==> config.mk <==
export PLATFORM = sky130hd
export DESIGN_NAME = shift_right_seq
export DESIGN_NICKNAME = d
export VERILOG_FILES = /design/src/rtl/shift_pkg.sv /design/src/rtl/shift_right_step.sv /design/src/rtl/shift_right_seq.sv
export SDC_FILE = /design/constraint.sdc
export NUM_CORES = 1
export LEC_CHECK = 0
export ABC_AREA = 1
export CORE_ASPECT_RATIO = 1.2
export CORE_MARGIN = 1
export CORE_UTILIZATION = 39
export DETAILED_ROUTE_END_ITERATION = 8
export PLACE_DENSITY = 0.82
export SYNTH_ARGS = -nofsm -noshare
export SYNTH_HDL_FRONTEND = slang
export SYNTH_SLANG_ARGS = --single-unit
==> constraint.sdc <==
create_clock -name clk -period 1.7 [get_ports clk]
set_input_delay 0.255 -clock clk [delete_from_list [all_inputs] [get_ports clk]]
set_output_delay 0.255 -clock clk [all_outputs]
set_load 0.02 [all_outputs]
==> src/rtl/shift_pkg.sv <==
// Shared types and default sizes for the sequential right shifter.
package shift_pkg;

  typedef enum logic [1:0] {IDLE, SHIFT, DONE} shr_state_e;

  localparam int SHAMT_W_DEF = 5;
  localparam int WIDTH_DEF   = 32;

endpackage

==> src/rtl/shift_right_step.sv <==
// Combinational right shift by a small amount k (0..STEP), vacated bits taken from fill.
module shift_right_step
  import shift_pkg::*;
#(
  parameter int WIDTH = WIDTH_DEF,
  parameter int STEP  = 1
) (
  input  logic [WIDTH-1:0]             in_data,
  input  logic [$clog2(STEP+1)-1:0]    k,
  input  logic                         fill,
  output logic [WIDTH-1:0]             out_data
);

  // The mask marks the k vacated top positions that must receive the fill bit.
  logic [WIDTH-1:0] fill_mask;

  assign fill_mask = ~({WIDTH{1'b1}} >> k);
  assign out_data  = (in_data >> k) | (fill ? fill_mask : '0);

endmodule

==> src/rtl/shift_right_seq.sv <==
// Multi-cycle logical/arithmetic right shifter: accepts a request, shifts up to STEP
// bits per cycle, then holds the result until the consumer takes it.
module shift_right_seq
  import shift_pkg::*;
#(
  parameter int WIDTH   = WIDTH_DEF,
  parameter int SHAMT_W = SHAMT_W_DEF,
  parameter int STEP    = 1
) (
  input  logic               clk,
  input  logic               rst,
  input  logic               in_valid,
  output logic               in_ready,
  input  logic [WIDTH-1:0]   data_in,
  input  logic [SHAMT_W-1:0] shift_amount,
  input  logic               arith,
  output logic               out_valid,
  input  logic               out_ready,
  output logic [WIDTH-1:0]   data_out,
  output logic               busy
);

  localparam int KW = $clog2(STEP + 1);

  shr_state_e         state_q, state_d;
  logic [WIDTH-1:0]   work_q, work_d;
  logic [SHAMT_W-1:0] rem_q, rem_d;
  logic               fill_q, fill_d;
  logic [KW-1:0]      k;
  logic [WIDTH-1:0]   step_out;
  logic [SHAMT_W-1:0] rem_after;

  // Never shift past the remaining amount on the final step.
  always_comb begin
    if (int'(rem_q) >= STEP) k = KW'(STEP);
    else                     k = KW'(rem_q);
  end

  assign rem_after = rem_q - SHAMT_W'(k);

  shift_right_step #(
    .WIDTH (WIDTH),
    .STEP  (STEP)
  ) u_step (
    .in_data  (work_q),
    .k        (k),
    .fill     (fill_q),
    .out_data (step_out)
  );

  always_comb begin
    state_d = state_q;
    work_d  = work_q;
    rem_d   = rem_q;
    fill_d  = fill_q;
    unique case (state_q)
      IDLE: begin
        if (in_valid) begin
          work_d  = data_in;
          rem_d   = shift_amount;
          fill_d  = arith & data_in[WIDTH-1];
          state_d = (shift_amount != '0) ? SHIFT : DONE;
        end
      end
      SHIFT: begin
        work_d = step_out;
        rem_d  = rem_after;
        if (rem_after == '0) state_d = DONE;
      end
      DONE: begin
        if (out_ready) state_d = IDLE;
      end
      default: state_d = IDLE;
    endcase
  end

  always_ff @(posedge clk) begin
    if (rst) begin
      state_q <= IDLE;
      work_q  <= '0;
      rem_q   <= '0;
      fill_q  <= 1'b0;
    end else begin
      state_q <= state_d;
      work_q  <= work_d;
      rem_q   <= rem_d;
      fill_q  <= fill_d;
    end
  end

  assign in_ready  = (state_q == IDLE);
  assign out_valid = (state_q == DONE);
  assign busy      = (state_q != IDLE);
  assign data_out  = work_q;

endmodule

=== Word-level counts from Yosys, hierarchy flattened ===
Index checks and enable logic that the tools add are counted.

* Flip-flop bits (word level): 40
* Output and inout bits: 35
* Word-level logic and storage cells: 35

* Add/subtract/negate cells: 1
* Order comparisons: 1
* Equal/unequal tests: 5
* Shifts and indexed selects: 2
* Muxes and demuxes: 11
* Bitwise gates (word level): 3
* Reductions and logical operators: 8

{| class="wikitable"
|+ Operators by type and width
! cell !! number
|-
| two-way mux 32 bit || 2
|-
| one-hot mux 32 bit (2 select lines) || 1
|-
| inverter 32 bit || 1
|-
| OR 32 bit || 1
|-
| right shift 32 x 1 -> 32 bit || 1
|-
| right shift 32 x 1 -> 32 bit, first input constant || 1
|-
| one-hot mux 5 bit (2 select lines) || 1
|-
| two-way mux 2 bit || 4
|-
| one-hot mux 2 bit (3 select lines) || 1
|-
| greater-or-equal comparator 5 x 1 -> 1 bit, second input constant || 1
|-
| zero test 5 bit || 1
|-
| two-way mux 5 bit || 1
|-
| nonzero test 5 bit || 1
|-
| subtractor 5 x 1 -> 5 bit || 1
|-
| != test 2 bit, second input constant || 2
|-
| AND reduction 2 bit || 2
|-
| nonzero test 2 bit || 2
|-
| AND reduction 3 bit || 1
|-
| == test 2 x 1 -> 1 bit, second input constant || 1
|-
| == test 2 bit, second input constant || 1
|-
| zero test 2 bit || 1
|-
| != test 2 x 1 -> 1 bit, second input constant || 1
|-
| AND 1 bit || 1
|-
| two-way mux 1 bit || 1
|}

=== Logic depth before layout (Yosys ltp) ===
Gate-level depths: netlist of the first run.

* Depth after elaboration: 7
* Mapped depth: 14

=== Hierarchy ===
A second synthesis of the first run with hierarchy kept.

* Cells, all modules: 370
* Area, all modules: 2615.0 um2

{| class="wikitable"
|+ Modules (own cells, without submodules)
! module !! instances !! cells an instance !! area an instance (um2) !! sequential area each (um2)
|-
| shift_right_seq || 1 || 266 || 2102.0 || 800.8
|-
| shift_right_step || 1 || 104 || 513.0 || 0.0
|}

=== Worst setup path before layout of the first run ===
OpenSTA, ideal clock, no wires.

* Path kind: register to register
* Start point: register rem_q[2]
* End point: register state_q[0]
* Setup time: 0.109 ns
* Arrival time: 1.480 ns
* Required time: 1.591 ns
* Setup slack: 0.111 ns
* Stages on the path, launching flop included: 14
* Period minus slack after synthesis: 1.589 ns
* Cells stage by stage: dfxtp_1 nor2_1 nand3_2 nand2_1 inv_1 ha_1 nand2_1 nand2_1 nor2_1 nand3_1 nand2_1 nand3_1 nand2_1 inv_1

* Longest elaborated chain between the ends: 6

{| class="wikitable"
|+ Ends and longest elaborated chain
! item !! RTL line !! source
|-
| start, declared || shift_right_seq.sv:27 || <nowiki>logic [SHAMT_W-1:0] rem_q, rem_d;</nowiki>
|-
| start signal, assigned || shift_right_seq.sv:86 || <nowiki>rem_q <= rem_d;</nowiki>
|-
| greater-or-equal comparator 5 x 1 -> 1 bit || shift_right_seq.sv:35 || <nowiki>if (int'(rem_q) >= STEP) k = KW'(STEP);</nowiki>
|-
| two-way mux 1 bit || shift_right_seq.sv:35 ||
|-
| subtractor 5 x 1 -> 5 bit * || shift_right_seq.sv:39 || <nowiki>assign rem_after = rem_q - SHAMT_W'(k);</nowiki>
|-
| zero test 5 bit * || shift_right_seq.sv:68 || <nowiki>if (rem_after == '0) state_d = DONE;</nowiki>
|-
| != test 2 bit (no source line) * || n/a ||
|-
| AND reduction 3 bit (no source line) * || n/a ||
|-
| end signal, assigned || shift_right_seq.sv:84 || <nowiki>state_q <= state_d;</nowiki>
|-
| end, declared || shift_right_seq.sv:25 || <nowiki>shr_state_e state_q, state_d;</nowiki>
|}

Every way passes the cells marked *; elsewhere a longest branch is shown, timed or not.
A chain may end at the register's enable or synchronous reset.

=== Worst setup path after layout of the first run ===
* Start point: register work_q[21] (netlist: data_out[21])
* End point: output port data_out[21]

{| class="wikitable"
|+ RTL lines
! item !! RTL line !! source
|-
| start, declared || shift_right_seq.sv:26 || <nowiki>logic [WIDTH-1:0] work_q, work_d;</nowiki>
|-
| start signal, assigned || shift_right_seq.sv:85 || <nowiki>work_q <= work_d;</nowiki>
|-
| end, declared || shift_right_seq.sv:19 || <nowiki>output logic [WIDTH-1:0] data_out,</nowiki>
|}

No word-level cell between the ends.

==> out/qor.csv, run 1 <==
metric;value;unit
critical path required time;1.44;ns
root buffer cell;clkbuf_8;
Synth warnings;0;
top cell type's share of synthesized area;41.3;%
cell count after synthesis;268;
vias in the first global route;2091;
Synth Flop Type;dfxtp_1;
Final Hold Violating Endpoints;0;
total gr overflow;0;
area leader, netlist;dfxtp_1;
DP Area;2750;um^2
max cap viols;0;
nets;388;
most common cell after layout, fill and taps aside;clkdlybuf4s50_1;
Worst-Skew Late Latency;0.28;ns
GPL Wtd Cong;0.897;
number of fill cells;463;
EDFF count, synth;0;
via count;2162;
initial antenna violation count;0;
TritonCTS Sinks;40;
htree depth;2;
hold path start;fill_q;
half-perimeter wire length after placement;3750;um
Seq cells post-synth;40;
Sequential Area;807;um^2
post-synthesis sequential area ratio;41.3;%
DP Worst Slack;0.0949;ns
Diodes inserted;0;
Horiz. Die Dim;66.4;um
core area;4700;um^2
Starting Density;41.3;%
drt wl/cell;13.6;um
min Tclk post-route;1.56;ns
CTS buffer count;5;
Synth Area in Simple Gates;33.2;%
clock transition at the registers of the reported paths;0.08;ns
reg2reg start;rem_q[0];
die height;79.3;um
area occupied by multi-input gates;987;um^2
status;complete, no violations;
synthesis-to-finish area growth;50.1;%
Peak Freq;641;MHz
element type at the critical path end;output port;
CTS tree;done;
final setup fails;0;
largest family of logic cells by synthesized area;simple AND/OR/NAND/NOR gates;
setup TNS;0;ns
Crit Path Max Fanout;3;
CP startpoint kind;flop;
CP max stage delay;0.62;ns
Post-Synthesis Mean Instance Area;7.24;um^2
residual DRC count;0;
slew margin rel.;81.9;%
post-synthesis xor/xnor area fraction;0;%
Crit path buffers/inverters;1;
final WL;5470;um
Synth async-reset ratio;0;%
Worst IR Drop VDD;0.00101;V
Boundary Pins;77;
Setup Skew;0.00228;ns
most frequent cells in the layout;clkdlybuf4s50_1 (73), nand2_1 (63), nand3_1 (60), dfxtp_1 (37), a31oi_1 (32);
period utilization;91.7;%
min setup slack post-route;0.141;ns
Synth Area in Compound Gates;15.4;%
crit path launch;data_out[21];
Leak;1.11;nW
global-route wire length before repair;8960;um
pin count of the biggest net entering global routing;24;
Worst Hold Class;reg2reg;
die area;5260;um^2
CP top delay family;buffers and inverters;
Final Cell Area;2910;um^2
Final ANT Viol Nets;0;
drt initial violations;114;
Synth Cell Area;1940;um^2
gr usage total;21.6;%
Area contributors post-synth;dfxtp_1 (41%), nand3_1 (15%), nand2_1 (12%), a31oi_1 (10%), buf_4 (3.1%);
Power Dens Cells;1520;nW/um^2
First-pass DRT Iterations;4;
CP max stage cell;clkdlybuf4s50_1;
Yosys cell types;22;
num rows;27;
final-report max-slew violation count;0;
CP cell instances;clkdlybuf4s50_1;
Arrival @ worst endpoint;1.30;ns
worst-margin pin slew;0.272;ns
mux cell area share after synthesis;0;%
Port-buffer cells;76;
adder-cell share of the synthesized area;1.29;%
kind of critical path;reg2out;
Max Buffers Root-to-Sink;2;
Synthesized Nets;312;
routed vias/inst;5.36;
layout cell share with drive strength beyond 1;10.1;%
## stage by stage
| step | util [%] | power, W | hold WS, ns | instances |
|---|---|---|---|---|
| after floorplan | - | 0.00273 | 0.415 | 268 |
| after global placement | 58.6 | 0.00347 | 0.455 | 394 |
| after detailed placement | 58.6 | 0.00350 | 0.456 | 394 |
| after CTS | 61.3 | 0.00434 | 0.468 | 402 |
| after global routing | 62.0 | 0.00472 | 0.502 | 403 |
| final | 62.0 | 0.00442 | 0.473 | 403 |
## cell type report
| class | count | share of cell area, % |
|---|---|---|
| flip-flops and latches | 40 | 27.7 |
| repair buffers | 86 | 29.0 |
| well taps | 58 | 2.49 |
| multi-input cells | 193 | 33.9 |
| inverters | 18 | 2.49 |
| clock buffers | 7 | 3.31 |
| clock inverters | 1 | 1.03 |
## final timing paths
| kind | slack (ns) | endpoint | depth (start not counted) |
|---|---|---|---|
| setup / recovery | 0.14 | data_out[21] | 1 |
| hold / removal | 0.47 | fill_q | 2 |
| setup reg to reg | 0.15 | data_out[3] | 7 |
| hold reg to reg | 0.47 | fill_q | 2 |
## sequential cells by signal (all words and copies together) (netlist names), named ones only
| signal | count |
|---|---|
| fill_q | 1 |
| rem_q | 5 |
| state_q | 2 |
| data_out | 31 |
## synthesized netlist by cell type (all sizes together) (2+ instances only)
cell	n
a21oi	7
a31oi	32
buf	14
clkbuf	3
dfxtp	40
ha	2
inv	17
nand2	67
nand3	61
nor2	10
o21ai	10
## power by group
part / total, W / switching, W / internal [W]
registers: 0.00137 / 0.000202 / 0.00116
clock network: 0.000848 / 0.000330 / 0.000518
logic: 0.00221 / 0.00132 / 0.000888
## kinds of logic (layout without fill, tap and decap cells)
| kind of cell | Yosys count | count (layout) |
|---|---|---|
| fa+ha+maj | 2 | 2 |
| buf+inv | 35 | 112 |
| simple gates | 140 | 140 |
| compound gates | 51 | 51 |
| flops | 40 | 40 |
## metal layers
| layer | vias to the layer above | GRT usage [%] | wire, um |
|---|---|---|---|
| met5 | - | 0 | 0 |
| met4 | 0 | 7.02 | 48 |
| met3 | 6 | 4.60 | 399 |
| met2 | 97 | 37.7 | 2770 |
| met1 | 981 | 25.9 | 2250 |
| li1 | 1078 | - | - |
## timing repair
action / 4_1_cts / 5_1_grt
gates cloned: 0 / 0
pin swaps: 0 / 1
setup endpoints to repair: 3 / 8
hold buffers: 0 / 0
gates resized for setup: 5 / 7
buffers inserted: 0 / 1
Note: power is estimated with default switching activity, not from simulation.
==> run 2: changes to the inputs <==
--- a/config.mk
+++ b/config.mk
@@ -9,7 +9,8 @@
 export CORE_ASPECT_RATIO = 1.2
 export CORE_MARGIN = 1
-export CORE_UTILIZATION = 39
+export CORE_UTILIZATION = 40
 export DETAILED_ROUTE_END_ITERATION = 8
-export PLACE_DENSITY = 0.82
+export DONT_BUFFER_PORTS = 1
+export PLACE_DENSITY = 0.62
 export SYNTH_ARGS = -nofsm -noshare
 export SYNTH_HDL_FRONTEND = slang
==> constraint.sdc (replaced) <==
create_clock -name clk -period 1.7 [get_ports clk]
set_input_delay 0.34 -clock clk [delete_from_list [all_inputs] [get_ports clk]]
set_output_delay 0.34 -clock clk [all_outputs]
set_load 0.02 [all_outputs]
==> run 2 against run 1 <==
Against the previous run:
- sequential share of layout area is 9.9 points higher
- critical path depth increased by 1
- worst setup slack improved by 0.044 ns
- routed wire length is 9.3% lower
- highest routed layer unchanged
- maximum frequency increased by 2.9%
- die area decreased by 2.4%
- sequential power increased by 13%
==> out/qor.csv, run 2 (synthesis results as in run 1) <==
metric;value;unit
final WL;4970;um
Crit Path Max Fanout;7;
die area;5130;um^2
Worst Hold Class;in2reg;
htree depth;2;
period utilization;89.2;%
Worst-Skew Late Latency;0.29;ns
slew margin rel.;74.9;%
Leak;0.805;nW
total gr overflow;0;
Power Dens Cells;1840;nW/um^2
Util after Layout;46.0;%
RSZ-0062 raised after global routing;false;
most frequent cells in the layout;nand2_1 (64), nand3_1 (60), dfxtp_1 (40), a31oi_1 (32), inv_1 (14);
Port-buffer cells;0;
Diodes inserted;0;
critical path required time;1.36;ns
Final ANT Viol Nets;0;
nets;311;
CTS tree;done;
final-report max-slew violation count;0;
hold_buf cts;0;
half-perimeter wire length after placement;3420;um
CTS buffer count;5;
gr usage total;20.4;%
internal power;0.00218;W
status;complete, no violations;
setup TNS;0;ns
CP max stage delay;0.42;ns
most common cell after layout, fill and taps aside;nand2_1;
TritonCTS Sinks;40;
CP startpoint kind;flop;
First-pass DRT Iterations;4;
Boundary Pins;77;
root buffer cell;clkbuf_8;
via count;1841;
element type at the critical path end;output port;
Final Cell Area;2130;um^2
max cap viols;0;
routed vias/inst;5.65;
drt wl/cell;15.2;um
Setup crit end;busy;
reg2reg start;rem_q[4];
R2R depth;14;
DP Area;1990;um^2
CP max stage cell;dfxtp_1;
Starting Density;41.9;%
min Tclk post-route;1.52;ns
clock transition at the registers of the reported paths;0.08;ns
Fin Hold WS;0.111;ns
num rows;27;
global-route wire length before repair;8200;um
Max Buffers Root-to-Sink;2;
Arrival @ worst endpoint;1.18;ns
Peak Freq;660;MHz
worst-margin pin slew;0.376;ns
layout cell share with drive strength beyond 1;11.2;%
vias in the first global route;1812;
NetSw;0.00173;W
kind of critical path;reg2out;
synthesis-to-finish area growth;9.68;%
residual DRC count;0;
reg2reg end;state_q[0];
core area;4630;um^2
GPL Wtd Cong;0.959;
initial antenna violation count;0;
pin count of the biggest net entering global routing;35;
Final Hold Violating Endpoints;0;
register-to-register setup slack;0.20;ns
Sequential Power Share;39.7;%
Horiz. Die Dim;65.6;um
Comb power frac;38.6;%
drt initial violations;172;
Clock power frac;21.7;%
max reg flops;31;
final setup fails;0;
sw frac;44.2;%
CP cell instances;nor2_4, inv_1;
Setup Skew;0.00638;ns
crit path launch;state_q[0];
Worst IR Drop VDD;0.000745;V
die height;78.3;um
-- run 2: cell types whose count changed in the layout (fill, tap and decap cells not counted) --
cell             delta
ha_2                +1
ha_4                -1
buf_4               -1
dfxtp_2             -2
clkdlybuf4s50_1    -73
nand2_1             +1
dfxtp_4             -1
dlygate4sd2_1       -3
nand2_2             -1
dfxtp_1             +3
-- run 2: layout make-up --
| class | count | area (um^2) |
|---|---|---|
| fill | 477 | 2500 |
| clock buffer | 7 | 96.3 |
| multi-input combinational | 193 | 975 |
| inverter | 18 | 72.6 |
| sequential | 40 | 801 |
| tap | 58 | 72.6 |
| clock inverter | 1 | 30.0 |
| timing repair buffer | 9 | 80.1 |
-- run 2: power groups by stage --
stage          logic (W)  registers [W]  clock network [W]
2_1_floorplan    0.00121        0.00152                  0
3_3_place_gp     0.00151        0.00157                  0
3_5_place_dp     0.00151        0.00157                  0
4_1_cts          0.00151        0.00155           0.000872
5_1_grt          0.00172        0.00159           0.000912
6_report         0.00151        0.00155           0.000850
-- run 2: worst max-delay path, delay by kind of cell (launching register included) --
| kind | cells | cell delay, ns |
|---|---|---|
| simple gates | 1 | 0.29 |
| buf+inv | 1 | 0.17 |
| flops | 1 | 0.42 |
-- run 2: how the worst min path moves through the flow --
stage,start,end,depth (start not counted)
floorplan,fill_q,fill_q,2
CTS,rst,data_out[14],1
finish,rst,data_out[14],1
global placement,rst,data_out[21],1
detailed placement,rst,data_out[14],1
global route,rst,data_out[15],1
-- run 2: repair_timing --
item                       in CTS  in global routing
gates resized for setup         0                  3
setup buffers                   0                  0
setup endpoints to repair       0                  4
-- run 2: metrics by stage --
step	setup slack [ns]	total power (W)	instances
floorplan	0.111	0.00273	268
global placement	0.127	0.00308	318
detailed placement	0.104	0.00308	318
CTS	0.0961	0.00393	326
global route	0.0379	0.00422	326
finish	0.184	0.00391	326
-- run 2: layer usage --
layer	vias to the layer above	GRT usage (%)	share of wire [%]
li1	928	-	-
met1	838	24.1	44
met2	70	34.0	47
met3	5	6.40	8.4
met4	0	7.39	0.93
met5	-	0	0
==> run 3: changes to the inputs <==
Settings changed: SKIP_CTS_REPAIR_TIMING from default to 1.
==> results of run 3 <==
No change in the layout: final DEF, timing and power equal those of run 2.
